### src/rtl/addr8s_sched.sv
// Two-requester scheduler for one shared external 8-bit signed adder.
// Define ADDR8S_SCHED_REDUNDANT_EN for swapped-operand re-execution and compare.
module addr8s_sched #(
  parameter int CNT_W = 8
) (
  input  logic             clk,
  input  logic             rst,
  input  logic             req0_valid,
  output logic             req0_ready,
  input  logic [7:0]       req0_a,
  input  logic [7:0]       req0_b,
  input  logic             req1_valid,
  output logic             req1_ready,
  input  logic [7:0]       req1_a,
  input  logic [7:0]       req1_b,
  output logic             rsp0_valid,
  input  logic             rsp0_ready,
  output logic [8:0]       rsp0_sum,
  output logic             rsp0_err,
  output logic             rsp1_valid,
  input  logic             rsp1_ready,
  output logic [8:0]       rsp1_sum,
  output logic             rsp1_err,
  output logic [7:0]       add_a,
  output logic [7:0]       add_b,
  input  logic [8:0]       add_sum,
  output logic             busy,
  output logic [CNT_W-1:0] err_cnt
);

  typedef enum logic [1:0] {
    IDLE, EXEC1, EXEC2, RESP
  } state_t;

  state_t     state;
  logic [7:0] a_q, b_q;
  logic       gid, last;
  logic       gnt_v, gnt_id, accept, rsp_hs;

  // Ties go to the requester not granted last; last resets to 1.
  assign gnt_v  = req0_valid | req1_valid;
  assign gnt_id = (req0_valid & req1_valid) ? ~last : req1_valid;
  assign accept = (state == IDLE) & ~rst & gnt_v;

  assign req0_ready = accept & ~gnt_id;
  assign req1_ready = accept & gnt_id;
  assign rsp0_valid = (state == RESP) & ~gid;
  assign rsp1_valid = (state == RESP) & gid;
  assign rsp_hs     = gid ? rsp1_ready : rsp0_ready;
  assign busy       = (state != IDLE);

  always_comb begin
    add_a = 8'h00;
    add_b = 8'h00;
    unique case (state)
      EXEC1: begin
        add_a = a_q;
        add_b = b_q;
      end
      EXEC2: begin
        add_a = b_q;
        add_b = a_q;
      end
      default: ;
    endcase
  end

`ifdef ADDR8S_SCHED_REDUNDANT_EN
  logic [8:0] res;
  logic       mis;

  assign mis = (add_sum != res);
`endif

  always_ff @(posedge clk or posedge rst) begin
    if (rst) begin
      state    <= IDLE;
      a_q      <= 8'h00;
      b_q      <= 8'h00;
      gid      <= 1'b0;
      last     <= 1'b1;
      rsp0_sum <= 9'h000;
      rsp1_sum <= 9'h000;
`ifdef ADDR8S_SCHED_REDUNDANT_EN
      res      <= 9'h000;
`endif
    end else begin
      unique case (state)
        IDLE: begin
          if (gnt_v) begin
            a_q   <= gnt_id ? req1_a : req0_a;
            b_q   <= gnt_id ? req1_b : req0_b;
            gid   <= gnt_id;
            last  <= gnt_id;
            state <= EXEC1;
          end
        end
        EXEC1: begin
`ifdef ADDR8S_SCHED_REDUNDANT_EN
          res   <= add_sum;
          state <= EXEC2;
`else
          if (gid) rsp1_sum <= add_sum;
          else     rsp0_sum <= add_sum;
          state <= RESP;
`endif
        end
        EXEC2: begin
`ifdef ADDR8S_SCHED_REDUNDANT_EN
          if (gid) rsp1_sum <= res;
          else     rsp0_sum <= res;
`endif
          state <= RESP;
        end
        RESP: begin
          if (rsp_hs) state <= IDLE;
        end
        default: state <= IDLE;
      endcase
    end
  end

`ifdef ADDR8S_SCHED_REDUNDANT_EN
  always_ff @(posedge clk or posedge rst) begin
    if (rst) begin
      rsp0_err <= 1'b0;
      rsp1_err <= 1'b0;
      err_cnt  <= '0;
    end else if (state == EXEC2) begin
      if (gid) rsp1_err <= mis;
      else     rsp0_err <= mis;
      if (mis && err_cnt != '1) err_cnt <= err_cnt + 1'b1;
    end
  end
`else
  assign rsp0_err = 1'b0;
  assign rsp1_err = 1'b0;
  assign err_cnt  = '0;
`endif

endmodule

### config.mk
export PLATFORM = sky130hd
export DESIGN_NAME = addr8s_sched
export DESIGN_NICKNAME = d
export VERILOG_FILES = /design/src/rtl/addr8s_sched.sv
export SDC_FILE = /design/constraint.sdc
export NUM_CORES = 1
export LEC_CHECK = 0
export CAP_MARGIN = 10
export CORE_MARGIN = 2
export CORE_UTILIZATION = 37
export DETAILED_ROUTE_END_ITERATION = 16
export GPL_ROUTABILITY_DRIVEN = 0
export PLACE_DENSITY = 0.77
export SETUP_SLACK_MARGIN = 0.2
export SLEW_MARGIN = 20
export SYNTH_ARGS = -nofsm -noshare
export SYNTH_HDL_FRONTEND = slang
export SYNTH_SLANG_ARGS = --single-unit
export TNS_END_PERCENT = 20
### constraint.sdc
create_clock -name clk -period 1.55 [get_ports clk]
set_input_delay 0.3875 -clock clk [delete_from_list [all_inputs] [get_ports clk]]
set_output_delay 0.3875 -clock clk [all_outputs]
set_load 0.02 [all_outputs]
Yosys cells after proc, flatten, opt, wreduce, memory -nomap -nowiden
Index checks and enable logic that the tools add are counted.
- eq/ne operators: 5
- muxes and demuxes: 9
- bitwise gates (word level): 12
- reductions and logical operators: 7
- operators with widths (cell ; number):
    $pmux 8 s2 ; 2
    $mux 8 ; 2
    $reduce_and 2->1 ; 4
    $and 1x1->1 ; 7
    $pmux 2 s3 ; 1
    $eq 2x2->1 const B ; 2
    $mux 2 ; 2
    $ne 2x2->1 const B ; 2
    $not 1->1 ; 4
    $eq 2x1->1 const B ; 1
    $logic_not 2->1 ; 1
    $mux 1 ; 2
    $reduce_bool 2->1 ; 1
    $reduce_or 2->1 ; 1
    $or 1x1->1 ; 1
- register bits after elaboration: 38
- input bits: 47

Depth between registers and ports, before layout
Gate-level depths: netlist (run 1).
- word-level depth: 4
- mapped depth: 6

Least setup slack after synthesis (run 1)
Ideal clock, no wire load.
- path type: reg2out
- start point: register state[0]
- end point: output req0_ready
- data arrival time: 1539 ps
- data required time: 1162 ps
- setup slack: -377 ps
- cell stages (with the launch flop): 6
- buffers on the path: 1
- path through: dfrtp_1 > inv_1 > ha_1 > o21ai_1 > buf_2 > nor3b_1
- longest elaborated chain between the ends: 4
- ends and longest elaborated chain (element ; line ; RTL):
    start, declared ; 35 ; state_t state;
    start signal, assigned ; 77 ; state <= IDLE;
    start signal, assigned ; 95 ; state <= EXEC1;
    start signal, assigned ; 105 ; state <= RESP;
    $logic_not 2->1 ; 43 ; assign accept = (state == IDLE) & ~rst & gnt_v;
    $and 1x1->1 (2 in a row) ; 43 ;
    $and 1x1->1 ; 45 ; assign req0_ready = accept & ~gnt_id;
    end, declared ; 9 ; output logic req0_ready,
Every way passes these cells.

Worst setup path after layout (run 1)
- start point: register state[1]
- end point: output add_b[0]
- longest elaborated chain between the ends: 2
- elaborated cells on any way between the ends: 3
- those cells by class: eq/ne: 2; mux: 1
- ends and longest elaborated chain (element ; line ; RTL):
    $eq 2x2->1 / $eq 2x1->1 (equally long branches) ; 55 ; unique case (state)
    $pmux 8 s2 * ; 55 ;
    end, declared ; 25 ; output logic [7:0] add_b,
Every way passes the cells marked *; elsewhere a longest branch is shown, timed or not.

==> results.json, run 1 <==
{
  "critical_path_arrival_ps": 1570,
  "post_synth_instance_area_sq_um": 2010,
  "total_of_flip_flops_plus_latches_after_synthesis": 38,
  "postSynth.topFlopCell": "sky130_fd_sc_hd__dfrtp_1",
  "firstDrtPassIters": 4,
  "synth_top_family_by_area": "multiplexers",
  "whs_path_depth": 1,
  "dpl.cell_count": 353,
  "area_after_detailed_placement_sq_um": 3250,
  "clkSinkCount": 38,
  "syn_inst": 184,
  "num_rows": 26,
  "synth-async-reset-ratio": 1.00,
  "fillers": 367,
  "drc": 0,
  "drive_gt1_frac": 0.486,
  "track_usage": 0.196,
  "detail_route.vias_per_cell": 4.82,
  "rrSetupSlack_ps": -190,
  "port-buffer-count": 85,
  "starting_density_of_the_core": 0.388,
  "timing.final.setup_violations": 40,
  "die-area_sq_um": 6030,
  "path_depth": 6,
  "p_per_area_nw_per_um2": 2100,
  "min-delay-start": "rsp0_sum[1]$_DFFE_PP0P_",
  "half_perimeter_wire_length_of_the_detailed_placement_result_mm": 4.06,
  "critPathBufInv": 3,
  "crit_fanout": 5,
  "hold_end": "rsp0_sum[1]$_DFFE_PP0P_",
  "achievable-frequency_mhz": 512,
  "cts_made_buffers": 5,
  "status": "complete, but fails checks",
  "timing.critical_path.cells": "buf_6, ha_4, buf_4, a22oi_2, nor2b_4, buf_6",
  "cell_type_group_with_the_largest_total_delay_on_the_critical_path": "buffers and inverters",
  "htree_num_levels": 2,
  "detail_route.wl_per_cell_um": 16.2,
  "synth_area_per_cell_sq_um": 10.9,
  "ys_seq_area_frac": 0.475,
  "die_w_um": 77.6,
  "drt_first_iter_violations": 66,
  "wirelength_mm": 5.90,
  "final_cell_area_sq_um": 3590,
  "min_period_over_period": 1.26,
  "grt_max_degree": 39,
  "worstPathRequired_ps": 1160,
  "cts_tree": "built",
  "final_hold_viol_count": 0,
  "worst_r2r_path_depth": 6,
  "core_area_sq_um": 5170,
  "max-cap-violations": 0,
  "worst_path_most_repeated_cell": "sky130_fd_sc_hd__buf_6",
  "post-layout-total-power_w": 0.00755,
  "finalClockSkew_ps": 5.26,
  "synth_enable_flop_cells": 0,
  "area_growth_pct": 79.1,
  "later_pin_clock_latency_in_the_skew_report_ps": 290,
  "synth_xor_area_frac": 0,
  "clkSlewWorstSetupHoldPaths_ps": 80,
  "max_stage_delay_ps": 420,
  "violations": "negative setup slack",
  "crit_path_end_kind": "output pin",
  "grt_antenna_before_repair": 0,
  "ys.warnings.count": 0,
  "synthMuxAreaShare": 0.187,
  "min_period_ps": 1950,
  "grt_pass1_wl_mm": 9.23,
  "post_synth_and_or_nand_nor_area_fraction": 0.103,
  "antenna_left": 0,
  "synth_compound_gate_area_share": 0.126,
  "timing_max_transition_violations_final": 0,
  "max-vdd-ir-drop_mv": 0.825,
  "cts-root-to-sink-buffers": 2,
  "r2r-start": "state[0]$_DFFE_PP0P_",
  "via_count": 1756,
  "critical_path.reg2reg.endpoint": "state[1]$_DFFE_PP0P_",
  "insertedDiodeCount": 0,
  "finish.cell_count_without_fillers": 364,
  "ys_types": 27,
  "num_io_pins": 96,
  "crit_path_top_delay_cell": "sky130_fd_sc_hd__dfrtp_1",
  "die_h_um": 77.6,
  "total_leakage_power_nw": 1.67,
  "overflow_left_after_global_routing": 0,
  "layout.nets": 344,
  "dpl_worst_slack_ps": -760,
  "crit_path_start_kind": "flop",
  "fin_ws_ps": -405,
  "min-delay-path-class": "reg2reg",
  "critPathKind": "reg2out",
  "grt_pass1_vias": 1834,
  "yosys.area_share.adder": 0.0250,
  "clock_tree.root_cell": "sky130_fd_sc_hd__clkbuf_8",
  "rsz_0062_raised_after_global_routing": "true"
}
## registers in the layout, indices dropped and copies added (netlist names)
| signal | flops |
|---|---|
| b_q | 8 |
| last | 1 |
| a_q | 8 |
| rsp0_sum | 9 |
| gid | 1 |
| rsp1_sum | 9 |
| state | 2 |
## report_power, final
| group | switching [W] | leakage [nW] | internal (W) |
|---|---|---|---|
| combinational | 0.00218 | 1.17 | 0.00272 |
| sequential | 0.000446 | 0.454 | 0.00150 |
| clock | 0.000355 | 0.0472 | 0.000357 |
## worst max-delay path by stage
stage                               from    endpoint  slack, ps
floorplan               last$_DFFE_PP1P_  req0_ready        -60
global placement              req0_valid  req0_ready       -720
detailed placement            req0_valid  req0_ready       -760
CTS                 state[0]$_DFFE_PP0P_    add_b[0]       -390
global route        state[1]$_DFFE_PP0P_    add_a[6]       -450
finish              state[1]$_DFFE_PP0P_    add_b[0]       -400
## kinds of logic (layout without fill, tap and decap cells)
logic type	count (synthesis)	after routing
multiplexers	35	35
buffers and inverters	27	128
AND/OR/NAND/NOR	40	40
flip-flops	38	38
other	1	10
adder cells (fa/ha/maj)	4	4
AO/OA/AOI/OAI	39	39
## per-layer routing
| metal | share of wire | wire (um) | vias up | GRT usage |
|---|---|---|---|---|
| li1 | - | - | 840 | - |
| met1 | 0.42 | 2460 | 854 | 0.236 |
| met2 | 0.53 | 3120 | 52 | 0.345 |
| met3 | 0.036 | 215 | 10 | 0.0360 |
| met4 | 0.017 | 103 | 0 | 0.0786 |
| met5 | 0 | 0 | - | 0 |
## final cells by class
class,count,area (sq um),area share
repair buffers,114,1150,0.321
clock inverters,2,12.5,0.00348
clock buffers,6,82.6,0.0230
inverters,6,25.0,0.00697
multi-input cells,128,1280,0.356
flip-flops and latches,38,953,0.265
well taps,70,87.6,0.0244
## cells in the mapped netlist, types with 4 or more instances
| cell type | number | area share |
|---|---|---|
| sky130_fd_sc_hd__o21ai_1 | 8 | 0.020 |
| sky130_fd_sc_hd__a22oi_1 | 16 | 0.060 |
| sky130_fd_sc_hd__ha_1 | 4 | 0.025 |
| sky130_fd_sc_hd__mux2i_1 | 16 | 0.080 |
| sky130_fd_sc_hd__nand2_1 | 18 | 0.034 |
| sky130_fd_sc_hd__buf_4 | 10 | 0.037 |
| sky130_fd_sc_hd__inv_1 | 6 | 0.011 |
| sky130_fd_sc_hd__dfrtp_1 | 37 | 0.46 |
| sky130_fd_sc_hd__nor2b_1 | 17 | 0.053 |
| sky130_fd_sc_hd__o21ai_0 | 10 | 0.025 |
| sky130_fd_sc_hd__mux2_2 | 19 | 0.11 |
| sky130_fd_sc_hd__buf_2 | 6 | 0.015 |
## layout by cell type, fill, tap and decap left out, drive strengths merged, types with 2 or more instances in the layout
cell / netlist / layout
buf: 18 / 54
clkdlybuf4s50: 0 / 46
dfrtp: 37 / 37
mux2: 19 / 19
nand2: 18 / 18
o21ai: 18 / 18
nor2b: 17 / 17
mux2i: 16 / 16
a22oi: 16 / 16
clkbuf: 3 / 13
conb: 1 / 10
clkdlybuf4s15: 0 / 7
inv: 6 / 6
ha: 4 / 4
nor3b: 2 / 2
## stage by stage
step | hold WS (ps) | utilization | setup TNS [ps]
final | 509 | 0.694 | -9340
after global routing | 531 | 0.694 | -11510
after CTS | 510 | 0.679 | -7220
after detailed placement | 497 | 0.629 | -18540
after global placement | 487 | 0.629 | -16770
after floorplan | 461 | - | -327
## timing repair
action | CTS | global route
resized for setup | 195 | 42
cloned | 0 | 1
pin swaps | 17 | 13
endpoints found under the hold margin | 0 | 0
hold buffers | 0 | 0
buffers inserted | 1 | 1
setup endpoints to repair | 76 | 69
No activity file was read; power rests on OpenSTA's default activity.
==> run 2: changes to the inputs <==
--- a/config.mk
+++ b/config.mk
@@ -9,4 +9,5 @@
 export CORE_MARGIN = 2
 export CORE_UTILIZATION = 37
+export CTS_CLUSTER_DIAMETER = 120
 export DETAILED_ROUTE_END_ITERATION = 16
 export GPL_ROUTABILITY_DRIVEN = 0
==> constraint.sdc (replaced) <==
create_clock -name clk -period 1.55 [get_ports clk]
set_input_delay 0.3875 -clock clk [delete_from_list [all_inputs] [get_ports clk]]
set_output_delay 0.3875 -clock clk [all_outputs]
set_load 0.05 [all_outputs]
==> results.json, run 2 (same netlist as run 1, synthesis figures left out) <==
{
  "grt_pass1_vias": 2000,
  "hold_ws_ps": 488,
  "clkSlewWorstSetupHoldPaths_ps": 80,
  "cts_tree": "built",
  "core_area_sq_um": 5170,
  "timing.final.setup_violations": 41,
  "total_leakage_power_nw": 1.86,
  "crit_path_end_kind": "output pin",
  "starting_density_of_the_core": 0.388,
  "area_growth_pct": 105,
  "cts_made_buffers": 5,
  "htree_num_levels": 2,
  "min_period_over_period": 1.29,
  "timing_max_transition_violations_final": 0,
  "drc": 0,
  "finalClockSkew_ps": 3.85,
  "max-cap-violations": 0,
  "grt_antenna_before_repair": 0,
  "critical_path_arrival_ps": 1610,
  "p_per_area_nw_per_um2": 2600,
  "critPathKind": "reg2out",
  "die_h_um": 77.6,
  "status": "complete, but fails checks",
  "max-vdd-ir-drop_mv": 1.27,
  "drt_first_iter_violations": 119,
  "rsz_0062_raised_after_global_routing": "true",
  "overflow_left_after_global_routing": 0,
  "min_period_ps": 2000,
  "achievable-frequency_mhz": 501,
  "grt_pass1_wl_mm": 10.6,
  "finish.cell_count_without_fillers": 361,
  "clkSinkCount": 38,
  "half_perimeter_wire_length_of_the_detailed_placement_result_mm": 4.11,
  "grt_max_degree": 39,
  "rrSetupSlack_ps": -250,
  "firstDrtPassIters": 4,
  "detail_route.vias_per_cell": 5.17,
  "final_hold_viol_count": 0,
  "track_usage": 0.225,
  "layout.nets": 341,
  "mostFrequentLayoutCells": "sky130_fd_sc_hd__buf_12 (45), sky130_fd_sc_hd__clkdlybuf4s50_1 (44), sky130_fd_sc_hd__dfrtp_1 (37), sky130_fd_sc_hd__mux2_4 (18), sky130_fd_sc_hd__nand2_1 (17)",
  "drive_gt1_frac": 0.495,
  "reg.largest.list": "rsp0_sum: 9 flops, rsp1_sum: 9 flops",
  "die_w_um": 77.6,
  "via_count": 1868,
  "clock_tree.root_cell": "sky130_fd_sc_hd__clkbuf_8",
  "antenna_left": 0,
  "fillers": 261,
  "insertedDiodeCount": 0,
  "crit_path_start_kind": "flop",
  "min-delay-path-class": "in2reg",
  "mostFrequentLayoutCell": "sky130_fd_sc_hd__buf_12",
  "setup-tns-final_ps": -9940,
  "dpl_worst_slack_ps": -353,
  "violations": "negative setup slack",
  "num_rows": 26,
  "num_io_pins": 96,
  "later_pin_clock_latency_in_the_skew_report_ps": 290,
  "postLayoutCoreUtil": 0.795,
  "wirelength_mm": 7.06,
  "cts-root-to-sink-buffers": 2,
  "fin_ws_ps": -447,
  "detail_route.wl_per_cell_um": 19.6,
  "port-buffer-count": 85,
  "worstPathRequired_ps": 1160,
  "dpl.cell_count": 342,
  "crit_fanout": 8,
  "die-area_sq_um": 6030
}
[run 2: path summary, 6_finish.rpt]
kind,startpoint,to,cells past startpoint
worst min register to register,a_q[5]$_DFFE_PP0P_,a_q[5]$_DFFE_PP0P_,2
worst max register to register,state[0]$_DFFE_PP0P_,state[1]$_DFFE_PP0P_,6
worst max-delay path,state[1]$_DFFE_PP0P_,add_a[4],6
max in group asynchronous,rst,last$_DFFE_PP1P_,3
min in group asynchronous,rst,a_q[7]$_DFFE_PP0P_,3
worst min-delay path,req0_valid,last$_DFFE_PP1P_,3
[run 2: worst max-delay path: stages, from the launching register on]
cell and delay, ps:
sky130_fd_sc_hd__dfrtp_1 420, sky130_fd_sc_hd__buf_4 160, sky130_fd_sc_hd__ha_4 180, sky130_fd_sc_hd__buf_12 150, sky130_fd_sc_hd__a22oi_2 190, sky130_fd_sc_hd__nor2b_4 70
sky130_fd_sc_hd__buf_12 150
[run 2: final cells by class]
cell class | count | area [sq um] | area share
clock buffer | 6 | 82.6 | 0.0201
clock inverter | 2 | 60.1 | 0.0146
inverter | 6 | 25.0 | 0.00609
multi-input combinational | 128 | 1330 | 0.322
sequential | 38 | 952 | 0.232
tap | 70 | 87.6 | 0.0213
timing repair buffer | 111 | 1580 | 0.384
[run 2: layer usage]
| metal | routed length, um | track usage | vias up |
|---|---|---|---|
| met1 | 2600 | 0.264 | 932 |
| met4 | 180 | 0.0911 | 0 |
| met2 | 3960 | 0.409 | 85 |
| met5 | 0 | 0 | - |
| met3 | 325 | 0.0326 | 17 |
| li1 | - | - | 834 |
[run 2: metrics by stage]
step,total power [W],instance area (sq um)
2_1_floorplan,0.00556,2270
3_3_place_gp,0.00814,3560
3_5_place_dp,0.00832,3560
4_1_cts,0.0102,4000
5_1_grt,0.0111,4110
6_report,0.0107,4110
[run 2: timing repair]
item / 4_1_cts / 5_1_grt
gates cloned: 2 / 0
setup endpoints to repair: 58 / 58
hold endpoints to repair: 0 / 0
setup buffers: 4 / 5
resized for setup: 53 / 21
hold buffers: 0 / 0
pin swaps: 14 / 13
[run 2: report_power, final]
part           switching [W]  total, W  internal [W]
Clock               0.000363   0.00105      0.000687
Sequential          0.000606   0.00210       0.00150
Combinational        0.00358   0.00753       0.00395
Total                0.00455    0.0107       0.00614
==> run 3: changes to the inputs <==
Settings changed: SKIP_LAST_GASP set to 1, TNS_END_PERCENT 20 to 30.
==> results.json, run 3 (same netlist as run 1, synthesis figures left out) <==
{
  "die_h_um": 77.6,
  "cts_tree": "built",
  "final_hold_viol_count": 0,
  "wirelength_mm": 5.50,
  "firstDrtPassIters": 4,
  "core_area_sq_um": 5170,
  "die-area_sq_um": 6030,
  "area_growth_pct": 92.6,
  "r2r-start": "state[1]$_DFFE_PP0P_",
  "max-vdd-ir-drop_mv": 1.14,
  "min-delay-start": "b_q[6]$_DFFE_PP0P_",
  "grt_pass1_wl_mm": 8.93,
  "violations": "negative setup slack",
  "drive_gt1_frac": 0.478,
  "crit_fanout": 8,
  "min_period_ps": 1980,
  "crit_path_start_kind": "flop",
  "clkSlewWorstSetupHoldPaths_ps": 70,
  "finish.cell_count_without_fillers": 365,
  "later_pin_clock_latency_in_the_skew_report_ps": 280,
  "rsz_0062_raised_after_global_routing": "true",
  "grt_pass1_vias": 1787,
  "num_io_pins": 96,
  "grt_max_degree": 30,
  "reg.largest.list": "rsp0_sum: 9 flops, rsp1_sum: 9 flops",
  "achievable-frequency_mhz": 506,
  "max-cap-violations": 0,
  "mostFrequentLayoutCells": "sky130_fd_sc_hd__clkdlybuf4s50_1 (44), sky130_fd_sc_hd__buf_12 (42), sky130_fd_sc_hd__dfrtp_1 (37), sky130_fd_sc_hd__buf_4 (22), sky130_fd_sc_hd__mux2_2 (19)",
  "crit_path_end_kind": "output pin",
  "critPathKind": "reg2out",
  "num_rows": 26,
  "detail_route.vias_per_cell": 4.81,
  "htree_num_levels": 2,
  "timing.final.setup_violations": 22,
  "via_count": 1756,
  "total_leakage_power_nw": 1.70,
  "clkSinkCount": 38,
  "cts_hold_repair.buffers": 0,
  "cts-root-to-sink-buffers": 2,
  "clock_tree.root_cell": "sky130_fd_sc_hd__clkbuf_8",
  "track_usage": 0.192,
  "mostFrequentLayoutCell": "sky130_fd_sc_hd__clkdlybuf4s50_1",
  "layout.nets": 345,
  "overflow_left_after_global_routing": 0,
  "cp-startpoint": "state[1]$_DFFE_PP0P_",
  "critical_path_arrival_ps": 1590,
  "drt_first_iter_violations": 43,
  "die_w_um": 77.6,
  "starting_density_of_the_core": 0.388,
  "timing_max_transition_violations_final": 0,
  "grt_antenna_before_repair": 0,
  "cts_made_buffers": 5,
  "insertedDiodeCount": 0,
  "half_perimeter_wire_length_of_the_detailed_placement_result_mm": 4.09,
  "worst_r2r_path_depth": 5,
  "worstPathRequired_ps": 1160,
  "antenna_left": 0,
  "p_per_area_nw_per_um2": 2470,
  "finalClockSkew_ps": 4.74,
  "port-buffer-count": 85,
  "status": "complete, but fails checks",
  "dpl_worst_slack_ps": -353,
  "detail_route.wl_per_cell_um": 15.1,
  "fin_ws_ps": -426,
  "hold_ws_ps": 547,
  "final_cell_area_sq_um": 3860,
  "dpl.cell_count": 350,
  "min_period_over_period": 1.28,
  "area_after_detailed_placement_sq_um": 3630,
  "drc": 0,
  "whs_path_depth": 2,
  "min-delay-path-class": "reg2reg"
}
-- run 3: cell types whose count changed in the layout (fill, tap and decap cells not counted), moves of 3 or more --
| cell | change |
|---|---|
| sky130_fd_sc_hd__o21ai_0 | +6 |
| sky130_fd_sc_hd__mux2_2 | +18 |
| sky130_fd_sc_hd__o21ai_1 | -5 |
| sky130_fd_sc_hd__buf_4 | +14 |
| sky130_fd_sc_hd__buf_6 | -7 |
| sky130_fd_sc_hd__buf_12 | -3 |
| sky130_fd_sc_hd__mux2_4 | -18 |
-- run 3: worst max-delay path, stage by stage, from the launching register on --
cell	delay, ps
sky130_fd_sc_hd__dfrtp_1	380
sky130_fd_sc_hd__inv_2	60
sky130_fd_sc_hd__buf_6	120
sky130_fd_sc_hd__ha_4	300
sky130_fd_sc_hd__buf_8	140
sky130_fd_sc_hd__nor2b_4	160
sky130_fd_sc_hd__buf_12	140
-- run 3: layout make-up --
cell class,count,area (sq um)
fillers,326,1310
multi-input cells,128,1190
flip-flops and latches,38,952
clock inverters,1,5.00
repair buffers,115,1520
well taps,70,87.6
inverters,6,22.5
clock buffers,7,86.3
-- run 3: what timing repair did --
item | 4_1_cts | 5_1_grt
gates resized for setup | 18 | 3
buffers inserted | 7 | 0
pin swaps | 10 | 2
endpoints found under the setup margin | 58 | 59
-- run 3: final timing paths --
check / endpoint / slack (ps)
setup / recovery: add_b[3] / -430
hold / removal: b_q[6]$_DFFE_PP0P_ / 550
setup reg to reg: state[1]$_DFFE_PP0P_ / -200
hold reg to reg: b_q[6]$_DFFE_PP0P_ / 550
max in group asynchronous: last$_DFFE_PP1P_ / 620
min in group asynchronous: a_q[7]$_DFFE_PP0P_ / 650
-- run 3: per-stage QoR --
step	TNS [ps]	util	power, W
2_1_floorplan	-2630	-	0.00563
3_3_place_gp	-6540	0.702	0.00828
3_5_place_dp	-8010	0.702	0.00843
4_1_cts	-7740	0.745	0.00954
5_1_grt	-9680	0.747	0.00996
6_report	-8170	0.747	0.00956
-- run 3: metal layers --
metal,global-route usage,routed length [um],up-vias,part of all wire
li1,-,-,841,-
met1,0.225,2180,849,0.40
met2,0.344,2960,54,0.54
met3,0.0267,215,12,0.039
met4,0.0857,139,0,0.025
met5,0,0,-,0
-- run 3: report_power, final --
group | total, W | switching (W) | internal, W | leakage (nW)
clock | 0.000692 | 0.000333 | 0.000359 | 0.0482
combinational | 0.00686 | 0.00328 | 0.00357 | 1.20
sequential | 0.00201 | 0.000509 | 0.00150 | 0.455
